===== config.mk =====
export PLATFORM = sky130hd
export DESIGN_NAME = rpn_tokenizer_flat
export DESIGN_NICKNAME = d
export VERILOG_FILES = /design/src/rtl/rpn_tokenizer_if.sv /design/src/rtl/rpn_tokenizer.sv /design/src/flat_wrapper.sv
export SDC_FILE = /design/constraint.sdc
export NUM_CORES = 1
export LEC_CHECK = 0
export CAP_MARGIN = 20
export CORE_UTILIZATION = 62
export CTS_CLUSTER_SIZE = 24
export DETAILED_ROUTE_END_ITERATION = 8
export GPL_TIMING_DRIVEN = 0
export PLACE_DENSITY = 0.86
export SLEW_MARGIN = 20
export SYNTH_ARGS = -nofsm -noshare
export SYNTH_HDL_FRONTEND = slang
export SYNTH_SLANG_ARGS = --single-unit

===== constraint.sdc =====
create_clock -name clk -period 7.7 [get_ports clk]
set_clock_uncertainty 0.15 [all_clocks]
set_input_delay 1.925 -clock clk [delete_from_list [all_inputs] [get_ports clk]]
set_output_delay 1.925 -clock clk [all_outputs]
set_load 0.02 [all_outputs]

===== src/rtl/rpn_tokenizer_if.sv =====
// Byte-in / token-out bundle between the UART receiver, the RPN tokenizer
// and its consumers (operand stack, op_controller).
//   master: byte source side (drives rx_*, observes the token strobes)
//   slave : tokenizer side (consumes rx_*, drives the token strobes)
interface rpn_tokenizer_if #(
    parameter int DATA_W = 16
);
    logic [7:0]        rx_data;
    logic              rx_valid;
    logic [DATA_W-1:0] num_out;
    logic              num_valid;
    logic              is_op;
    logic [2:0]        op_code;
    logic [1:0]        arg_cnt;
    logic              eval;
    logic              err;

    modport master (
        output rx_data, rx_valid,
        input  num_out, num_valid, is_op, op_code, arg_cnt, eval, err
    );

    modport slave (
        input  rx_data, rx_valid,
        output num_out, num_valid, is_op, op_code, arg_cnt, eval, err
    );
endinterface


===== src/rtl/rpn_tokenizer.sv =====
// RPN tokenizer: turns an ASCII byte stream into decimal operands and
// operator / end-of-expression strobes. All outputs are registered; every
// strobe is a single-cycle pulse. An operator or '='/LF that terminates an
// operand is parked in a one-entry pending slot so the operand is always
// pushed one cycle before the operator fires.
//
// Optional feature: define RPN_HEX_EN to accept 'x'/'X'-prefixed hex operands.
module rpn_tokenizer #(
    parameter int DATA_W  = 16,
    parameter int MAX_DIG = 5
) (
    input  logic           clk,
    input  logic           rst_n,
    rpn_tokenizer_if.slave bus
);
    localparam int MAC_W   = DATA_W + 4;
    localparam int HEX_DIG = DATA_W / 4;
    localparam int LIM_MAX = (MAX_DIG > HEX_DIG) ? MAX_DIG : HEX_DIG;
    localparam int CNT_W   = $clog2(LIM_MAX + 1);

    // Operator characters; the index is the op_code ('+'=0 ... '~'=4).
    localparam logic [39:0] OP_CHARS = {8'h7E, 8'h2F, 8'h2A, 8'h2D, 8'h2B};
    localparam int          OP_NEG   = 4;

    typedef enum logic [1:0] {S_IDLE, S_NUM, S_DISCARD} state_t;
    typedef enum logic [1:0] {P_NONE, P_OP, P_EVAL}     pend_t;

    state_t state_reg, state_next;
    pend_t  pend_reg, pend_next;

    logic [2:0]        pend_code_reg, pend_code_next;
    logic [1:0]        pend_args_reg, pend_args_next;
    logic [DATA_W-1:0] acc_reg, acc_next;
    logic [CNT_W-1:0]  dig_cnt_reg, dig_cnt_next;
    logic              hex_reg, hex_next;

    logic [DATA_W-1:0] num_out_reg, num_out_next;
    logic              num_valid_reg, num_valid_next;
    logic              is_op_reg, is_op_next;
    logic [2:0]        op_code_reg, op_code_next;
    logic [1:0]        arg_cnt_reg, arg_cnt_next;
    logic              eval_reg, eval_next;
    logic              err_reg, err_next;

    // Byte classification
    logic [4:0]       op_hit;
    logic             is_dec, is_hex_alpha, is_hex_start;
    logic             is_delim, is_eval_ch, is_op_ch, is_term;
    logic [3:0]       nib;
    logic [2:0]       op_code_dec;
    logic [1:0]       arg_cnt_dec;
    logic             digit_ok, tok_fault, bare_hex, take;
    logic [MAC_W-1:0] mac_dec, mac_hex, mac;
    logic [CNT_W-1:0] dig_lim;

    genvar gi;
    generate
        for (gi = 0; gi < 5; gi++) begin : g_op_match
            assign op_hit[gi] = (bus.rx_data == OP_CHARS[gi*8 +: 8]);
        end
    endgenerate

    // Decode the incoming byte and precompute the accumulate step
    always_comb begin
        is_dec     = (bus.rx_data >= 8'h30) && (bus.rx_data <= 8'h39);
        is_delim   = (bus.rx_data == 8'h20) || (bus.rx_data == 8'h0D) || (bus.rx_data == 8'h2C);
        is_eval_ch = (bus.rx_data == 8'h3D) || (bus.rx_data == 8'h0A);
        is_op_ch   = |op_hit;
        is_term    = is_delim || is_eval_ch || is_op_ch;
`ifdef RPN_HEX_EN
        is_hex_alpha = ((bus.rx_data >= 8'h61) && (bus.rx_data <= 8'h66)) ||
                       ((bus.rx_data >= 8'h41) && (bus.rx_data <= 8'h46));
        is_hex_start = (bus.rx_data == 8'h78) || (bus.rx_data == 8'h58);
`else
        is_hex_alpha = 1'b0;
        is_hex_start = 1'b0;
`endif
        // 'a'/'A' have low nibble 1, so +9 maps them onto 10..15
        nib = is_dec ? bus.rx_data[3:0] : (bus.rx_data[3:0] + 4'd9);

        op_code_dec = 3'd0;
        for (int i = 0; i < 5; i++) begin
            if (op_hit[i]) begin
                op_code_dec = 3'(i);
            end
        end
        arg_cnt_dec = op_hit[OP_NEG] ? 2'd1 : 2'd2;

        // Wide MAC: any bit set above DATA_W means the operand no longer fits
        mac_dec = MAC_W'(acc_reg) * MAC_W'(10) + MAC_W'(bus.rx_data[3:0]);
        mac_hex = {acc_reg, nib};
        mac     = hex_reg ? mac_hex : mac_dec;
        dig_lim = hex_reg ? CNT_W'(HEX_DIG) : CNT_W'(MAX_DIG);

        digit_ok  = hex_reg ? (is_dec || is_hex_alpha) : is_dec;
        tok_fault = (dig_cnt_reg == dig_lim) || (|mac[MAC_W-1 -: 4]);
        bare_hex  = hex_reg && (dig_cnt_reg == '0);
        // A byte arriving while a deferred strobe is pending is dropped
        take      = bus.rx_valid && (pend_reg == P_NONE);
    end

    // State register
    always_ff @(posedge clk) begin
        if (!rst_n) begin
            state_reg <= S_IDLE;
        end else begin
            state_reg <= state_next;
        end
    end

    // Next-state logic
    always_comb begin
        state_next = state_reg;
        if (take) begin
            case (state_reg)
                S_IDLE: begin
                    if (is_dec || is_hex_start) begin
                        state_next = S_NUM;
                    end else if (!is_term) begin
                        state_next = S_DISCARD;
                    end
                end
                S_NUM: begin
                    if (digit_ok) begin
                        if (tok_fault) begin
                            state_next = S_DISCARD;
                        end
                    end else if (is_term) begin
                        state_next = S_IDLE;
                    end else begin
                        state_next = S_DISCARD;
                    end
                end
                S_DISCARD: begin
                    if (is_delim || is_eval_ch) begin
                        state_next = S_IDLE;
                    end
                end
                default: state_next = S_IDLE;
            endcase
        end
    end

    // Output and token datapath next values
    always_comb begin
        acc_next       = acc_reg;
        dig_cnt_next   = dig_cnt_reg;
        hex_next       = hex_reg;
        pend_next      = pend_reg;
        pend_code_next = pend_code_reg;
        pend_args_next = pend_args_reg;
        num_out_next   = num_out_reg;
        num_valid_next = 1'b0;
        is_op_next     = 1'b0;
        op_code_next   = op_code_reg;
        arg_cnt_next   = arg_cnt_reg;
        eval_next      = 1'b0;
        err_next       = 1'b0;

        if (pend_reg != P_NONE) begin
            // Fire the deferred strobe; a colliding byte is lost and flagged
            pend_next = P_NONE;
            if (pend_reg == P_OP) begin
                is_op_next   = 1'b1;
                op_code_next = pend_code_reg;
                arg_cnt_next = pend_args_reg;
            end else begin
                eval_next = 1'b1;
            end
            if (bus.rx_valid) begin
                err_next = 1'b1;
            end
        end else if (bus.rx_valid) begin
            case (state_reg)
                S_IDLE: begin
                    if (is_dec) begin
                        acc_next     = DATA_W'(bus.rx_data[3:0]);
                        dig_cnt_next = CNT_W'(1);
                        hex_next     = 1'b0;
                    end else if (is_hex_start) begin
                        acc_next     = '0;
                        dig_cnt_next = '0;
                        hex_next     = 1'b1;
                    end else if (is_op_ch) begin
                        is_op_next   = 1'b1;
                        op_code_next = op_code_dec;
                        arg_cnt_next = arg_cnt_dec;
                    end else if (is_eval_ch) begin
                        eval_next = 1'b1;
                    end else if (!is_delim) begin
                        err_next = 1'b1;
                    end
                end
                S_NUM: begin
                    if (digit_ok) begin
                        if (tok_fault) begin
                            err_next = 1'b1;
                        end else begin
                            acc_next     = mac[DATA_W-1:0];
                            dig_cnt_next = dig_cnt_reg + CNT_W'(1);
                        end
                    end else if (is_term) begin
                        if (bare_hex) begin
                            err_next = 1'b1;
                        end else begin
                            num_valid_next = 1'b1;
                            num_out_next   = acc_reg;
                            if (is_op_ch) begin
                                pend_next      = P_OP;
                                pend_code_next = op_code_dec;
                                pend_args_next = arg_cnt_dec;
                            end else if (is_eval_ch) begin
                                pend_next = P_EVAL;
                            end
                        end
                    end else begin
                        err_next = 1'b1;
                    end
                end
                default: begin
                    // DISCARD: everything, terminator included, is silent
                end
            endcase
        end
    end

    // Token datapath registers
    always_ff @(posedge clk) begin
        if (!rst_n) begin
            acc_reg       <= '0;
            dig_cnt_reg   <= '0;
            hex_reg       <= 1'b0;
            pend_reg      <= P_NONE;
            pend_code_reg <= 3'd0;
            pend_args_reg <= 2'd0;
        end else begin
            acc_reg       <= acc_next;
            dig_cnt_reg   <= dig_cnt_next;
            hex_reg       <= hex_next;
            pend_reg      <= pend_next;
            pend_code_reg <= pend_code_next;
            pend_args_reg <= pend_args_next;
        end
    end

    // Output registers
    always_ff @(posedge clk) begin
        if (!rst_n) begin
            num_out_reg   <= '0;
            num_valid_reg <= 1'b0;
            is_op_reg     <= 1'b0;
            op_code_reg   <= 3'd0;
            arg_cnt_reg   <= 2'd0;
            eval_reg      <= 1'b0;
            err_reg       <= 1'b0;
        end else begin
            num_out_reg   <= num_out_next;
            num_valid_reg <= num_valid_next;
            is_op_reg     <= is_op_next;
            op_code_reg   <= op_code_next;
            arg_cnt_reg   <= arg_cnt_next;
            eval_reg      <= eval_next;
            err_reg       <= err_next;
        end
    end

    assign bus.num_out   = num_out_reg;
    assign bus.num_valid = num_valid_reg;
    assign bus.is_op     = is_op_reg;
    assign bus.op_code   = op_code_reg;
    assign bus.arg_cnt   = arg_cnt_reg;
    assign bus.eval      = eval_reg;
    assign bus.err       = err_reg;
endmodule

===== src/flat_wrapper.sv =====
// flat-port wrapper written by rule: the top's interface ports become plain ports
module rpn_tokenizer_flat 
#(
    parameter int DATA_W  = 16,
    parameter int MAX_DIG = 5
)
  (clk, rst_n, bus_rx_data, bus_rx_valid, bus_num_out, bus_num_valid, bus_is_op, bus_op_code, bus_arg_cnt, bus_eval, bus_err);
  rpn_tokenizer_if #(.DATA_W(DATA_W)) bus_i ();
  input  logic clk;
  input  logic rst_n;
  input wire logic [$bits(bus_i.rx_data)-1:0] bus_rx_data;
  input wire logic [$bits(bus_i.rx_valid)-1:0] bus_rx_valid;
  output wire logic [$bits(bus_i.num_out)-1:0] bus_num_out;
  output wire logic [$bits(bus_i.num_valid)-1:0] bus_num_valid;
  output wire logic [$bits(bus_i.is_op)-1:0] bus_is_op;
  output wire logic [$bits(bus_i.op_code)-1:0] bus_op_code;
  output wire logic [$bits(bus_i.arg_cnt)-1:0] bus_arg_cnt;
  output wire logic [$bits(bus_i.eval)-1:0] bus_eval;
  output wire logic [$bits(bus_i.err)-1:0] bus_err;
  assign bus_i.rx_data = bus_rx_data;
  assign bus_i.rx_valid = bus_rx_valid;
  assign bus_num_out = bus_i.num_out;
  assign bus_num_valid = bus_i.num_valid;
  assign bus_is_op = bus_i.is_op;
  assign bus_op_code = bus_i.op_code;
  assign bus_arg_cnt = bus_i.arg_cnt;
  assign bus_eval = bus_i.eval;
  assign bus_err = bus_i.err;
  rpn_tokenizer #(.DATA_W(DATA_W), .MAX_DIG(MAX_DIG)) u_core (.clk(clk), .rst_n(rst_n), .bus(bus_i));
endmodule

# Word level (Yosys, flattened, before mapping)
# Index checks and enable logic that the tools add are counted.
# W data, S select, Z words.
dict set report word_totals {
  register_bits 53
  latchBits 0
  mem_bits_rw 0
  mem_bits_ro 0
  in_bits 11
  output_inout_bits 25
  word_cells 130
  memories 0
}
dict set report classes {
  addsub 2
  n_mul 1
  n_div 0
  order_cmp 2
  eq_ne 22
  shifts 0
  mux 58
  bitwise_logic 6
  reduce_logical 26
}
# cell n
set ops {}
lappend ops {{$eq A8 B6 Y1 const B} 7}
lappend ops {{$mux W16} 3}
lappend ops {{$mux W3} 12}
lappend ops {{$pmux W16 S2} 1}
lappend ops {{$mux W2} 15}
lappend ops {{$mux W1} 24}
lappend ops {{$add A20 B4 Y20} 1}
lappend ops {{$mul A16 B3 Y19 const B} 1}
lappend ops {{$eq A8 B4 Y1 const B} 2}
lappend ops {{$reduce_and A5 Y1} 3}
lappend ops {{$reduce_and A6 Y1} 2}
lappend ops {{$reduce_bool A2 Y1} 6}
lappend ops {{$eq A8 B7 Y1 const B} 1}
lappend ops {{$ge A8 B6 Y1 const B} 1}
lappend ops {{$le A8 B6 Y1 const B} 1}
lappend ops {{$logic_or A1 B1 Y1} 6}
lappend ops {{$ne A2 B1 Y1 const B} 3}
lappend ops {{$ne A2 B2 Y1 const B} 3}
lappend ops {{$ne A3 B3 Y1 const B} 2}
lappend ops {{$not A1 Y1} 6}
lappend ops {{$pmux W2 S3} 1}
lappend ops {{$pmux W3 S2} 1}
lappend ops {{$reduce_or A6 Y1} 1}
lappend ops {{$reduce_or A5 Y1} 1}
lappend ops {{10 further kinds} 13}

# Logic depth before layout (Yosys ltp)
dict set report depth {
  ltp_word 10
  depth_mapped 13
}

# Least setup slack after synthesis
# OpenSTA, ideal clock, no wires.
dict set report synth_path {
  path_kind {input-to-reg}
  start {input bus_rx_data[2]}
  end {register u_core.state_reg[0]}
  arrival_ns 4.294
  required_ns 7.435
  slack_ns 3.141
  stages 13
  cell_sequence {clkbuf_1 -> inv_1 -> fa_1 -> nor2b_1 -> o21ai_0 -> nor2_1 -> and4_1 -> nor2_1 -> mux2i_1 -> o31ai_2 -> buf_6 -> buf_12 -> o21a_1}
}
dict set report synth_between {
  elab_chain_cells 7
  elab_cells_between_ends 29
  classes_between {add/sub: 1; order compare: 2; eq/ne: 13; mux: 3; reduce/logical: 10}
}
# item line
set synth_lines {}
lappend synth_lines {{from (decl)} flat_wrapper.sv:11} ;# input wire logic [$bits(bus_i.rx_data)-1:0] bus_rx_data;
lappend synth_lines {{branches (longest 7 deep; another with $add A20 B4 Y20)} n/a}
lappend synth_lines {{to (signal assigned)} rpn_tokenizer.sv:107} ;# state_reg <= state_next;
lappend synth_lines {{to (decl)} rpn_tokenizer.sv:28} ;# state_t state_reg, state_next;
# Several ways; the timed one is not identified.
# A chain may end at the register's enable or synchronous reset.

# Final worst setup path
dict set report layout_path {
  start {input bus_rx_data[2]}
  end {register u_core.num_out_reg[5] (netlist: u_core.bus.num_out[5])}
}
dict set report layout_between {
  elab_chain_cells 6
  elab_cells_between_ends 21
  classes_between {order compare: 2; eq/ne: 10; bitwise: 1; reduce/logical: 8}
}
# item line
set layout_lines {}
lappend layout_lines {{branches (longest 5 deep; another with $ge A8 B6 Y1)} n/a}
lappend layout_lines {{$reduce_and A5 Y1 (no line) (*)} n/a}
lappend layout_lines {{to (signal assigned)} rpn_tokenizer.sv:257} ;# num_out_reg <= num_out_next;
lappend layout_lines {{to (decl)} rpn_tokenizer.sv:37} ;# logic [DATA_W-1:0] num_out_reg, num_out_next;
# Mark *: on every way between the ends.

==> summary by stage <==
Drt
The first routing iteration left 192 violations. The number of remaining DRC errors is 0. The average via count per standard cell is 6.040. For this block, the via count after detailed routing is 3195. The wire length per cell after detailed routing is 15.58 µm. For this run, the detailed router's first-pass iteration total came to 4. For this block, the routed nets add up to 8.240 mm of wire. Once detail routing completed, the nets flagged for antenna violations numbered 0.

Clock network
The clock reaches the later pin of the worst-skew pair after 0.31 ns. The CTS sink count is 51. In this run the number of H-tree levels came out at 2. In this run, post-CTS hold repair placed 0 buffers. The cell at the root of the clock tree is clkbuf_8. TritonCTS built the clock tree.

Clock-pin slew was measured on the worst setup and hold paths at 0.09 ns. No sink is reached through more buffers than the 2 on the longest clock path. The clock buffer count from CTS is 5. The buffers inserted during post-CTS setup optimization is 0. The post-cts repair resize count is 0.

GRT
Across every metal layer, demand over resource in global routing totals 27.33%. The first global-routing pass estimated 13.23 mm of wire. The number of global-route vias before repair is 2904.

Global routing consumed, on the met1 layer, 35.20% of the routing resources. The total congestion overflow after global routing is 0. The number of antenna violations at the first check in global routing is 0. The largest net degree at the start of global routing is 17.

The fraction of met2 tracks used by global routing is 47.96%. The most utilized layer in the global route result is met2. The met3 global-route usage is 4.000%.

Synthesis
Synthesis instantiated 64 different standard cells from the library. Summing every instance area after synthesis gives 3540 µm². In the post-synthesis netlist, the biggest area contributors are dfxtp_1, ha_1, mux2i_1, nand2_1, nor2_1. The total of flip-flops plus latches after synthesis is 51. The share of Yosys cell area claimed by the top area cell type is 28.84%. The yosys synthesis warning count is 0.

In the synthesized netlist the dominant register cell turns out to be dfxtp_1. Of all flip-flops after synthesis, the portion carrying an async set or reset was 0%. The proportion of synthesized chip area in sequential cells is 28.84%. The synthesized instance count is 415. dfxtp_1 takes more of the synthesized area than any other cell.

The average instance in the mapped netlist occupies 8.529 µm². The count of flip-flops with a built-in enable after synthesis is 0. The number of nets in the synthesized netlist is 461. By count the netlist is led by nand2_1, dfxtp_1, nor2_1. The most repeated cell in the gate-level netlist after synthesis is nand2_1.

Timing
Setup violations remaining at the end of the flow were counted as 0. The worst-case hold slack is 0.3131 ns. The pin slew with the least headroom to its limit is 0.6529 ns.

Derived from the worst setup path, the maximum achievable clock frequency is 0.1873 GHz. In the final timing run, aggregate negative setup slack is 0 ns. The final-report hold violation count came to 0. Setup repair after global routing left no endpoint under its margin. The max-slew headroom at the worst pin is 56.07%. The part of the cycle the worst path needs is 69.34%. Once routing completed, OpenROAD measured the worst setup slack at 2.361 ns.

The number of max-slew violations in the final report is 0. The minimum clock period after layout is 5.339 ns.

Layout
In the final layout, flip-flops and latches occupy 1021 µm². At the end of the flow the core is filled with cells to 74.57%. The post-route netlist has 5.908% of its cells at a drive strength greater than 1. In the final layout, the multi-input gates occupy 2365 µm². The antenna diode count is 0.

After filler insertion, the fill cell instance count of the layout stands at 400. The synthesis-to-finish area growth is 16.01%. The final net count is 502.

Floorplan
The standard-cell row count is 27. The floorplan step set the die height to 77.56 µm. The die covers 6016 µm². The placeable core area is 5507 µm². 36 I/O pins were placed. In this run the horizontal extent of the chip is 77.56 µm. The initial core utilization is 64.28%.

Critical path
The worst-path maximum fanout is 10. At the worst endpoint, the arrival time is 5.37 ns. The capturing element type of the critical path is a flip-flop. The endpoint required time on the critical path is 7.73 ns. The number of cell instances on the worst register-to-register path is 13. The kind of start point of the critical path is a primary input. The kind of critical path is primary input to flip-flop.

Placed design
The weighted congestion at the end of routability-driven global placement is 0.8416. The HPWL reported at the end of detailed placement is 6.096 mm. The post-placement worst setup slack is 2.161 ns. The number of buffers inserted by port buffering is 34.

Pwr
The worst IR drop on VDD is 0.1259 mV. In this run the static leakage power is 1.589 nW. Power spread over the standard cell area amounts to 127.5 nW/µm².

Run status
The flow ran to the end, and the final reports show no timing, DRC or antenna violations.

Hold path
The min-delay analysis places its worst path in the category flip-flop to flip-flop. The number of stages on the worst hold path is 2.

Job
The max-capacitance violation count is 0.
placed cells by master, fill, tap and decap left out, types with 4 or more instances in the layout:
cell type | synthesis | routed
nor2b_1 | 4 | 4
clkdlybuf4s50_1 | 0 | 34
nand3_1 | 10 | 10
clkbuf_1 | 11 | 11
clkbuf_8 | 0 | 5
inv_1 | 13 | 13
xor2_1 | 7 | 7
a21o_1 | 4 | 4
a211oi_1 | 4 | 4
mux2i_1 | 35 | 35
o21ai_0 | 10 | 10
nand2b_1 | 9 | 9
dfxtp_1 | 51 | 51
xnor2_1 | 13 | 13
nand4_1 | 5 | 5
or3_1 | 4 | 4
a21oi_1 | 19 | 19
ha_1 | 33 | 33
nor2_1 | 47 | 47
nor4_1 | 4 | 4
nor3b_1 | 4 | 4
nor3_1 | 10 | 10
nand2_1 | 57 | 57
report_power, final:
part           total (W)  internal, W  switching (W)
clock           0.000223     0.000130      0.0000935
sequential      0.000267     0.000265     0.00000177
combinational  0.0000336    0.0000139      0.0000197
total           0.000523     0.000408       0.000115
metrics by stage:
step | cell area (µm²) | power, W | instances
after floorplan | 3540 | 0.0002921 | 415
after global placement | 3970 | 0.0003042 | 521
after detailed placement | 3970 | 0.0003052 | 521
after CTS | 4106 | 0.0005228 | 529
after global routing | 4106 | 0.0005410 | 529
final | 4106 | 0.0005234 | 529
final timing paths:
| path | start | endpoint | slack [ns] |
|---|---|---|---|
| hold / removal | u_core.pend_args_reg[0]$_SDFFE_PN0P_ | u_core.pend_args_reg[0]$_SDFFE_PN0P_ | 0.31 |
| setup reg to reg | u_core.acc_reg[1]$_SDFFE_PN0P_ | u_core.state_reg[0]$_SDFFE_PN0P_ | 3.29 |
| hold reg to reg | u_core.pend_args_reg[0]$_SDFFE_PN0P_ | u_core.pend_args_reg[0]$_SDFFE_PN0P_ | 0.31 |
| setup / recovery | bus_rx_data[2] | u_core.bus.num_out[5]$_SDFFE_PN0P_ | 2.36 |
critical path: stages:
cell	delay (ns)
clkdlybuf4s50_1	0.44
clkbuf_1	0.24
nand2b_1	0.21
or4b_2	0.64
a21oi_1	0.36
a31oi_1	0.13
nand2_1	0.13
and2_1	0.14
clkbuf_1	0.42
buf_2	0.41
mux2i_1	0.24
nor2_1	0.06
kinds of logic after synthesis:
kind of cell | share of synthesized area (%)
multiplexers | 10.22
XOR/XNOR | 5.585
flip-flops | 28.84
adder cells (fa/ha/maj) | 12.80
AO/OA/AOI/OAI | 14.53
buffers and inverters | 4.348
AND/OR/NAND/NOR | 23.68
routing by layer:
metal / part of all wire (%) / up-vias
met5: 0 / -
met4: 0.81 / 0
met3: 3.5 / 11
met2: 49 / 84
met1: 46 / 1533
li1: - / 1567
layout make-up:
| type | count | area share [%] |
|---|---|---|
| multi-input combinational | 333 | 57.59 |
| clock inverter | 3 | 1.645 |
| tap | 72 | 2.194 |
| sequential | 51 | 24.86 |
| inverter | 13 | 1.188 |
| clock buffer | 5 | 1.676 |
| buffer | 18 | 2.559 |
| timing repair buffer | 34 | 8.288 |
No activity file was read; power rests on OpenSTA's default activity.
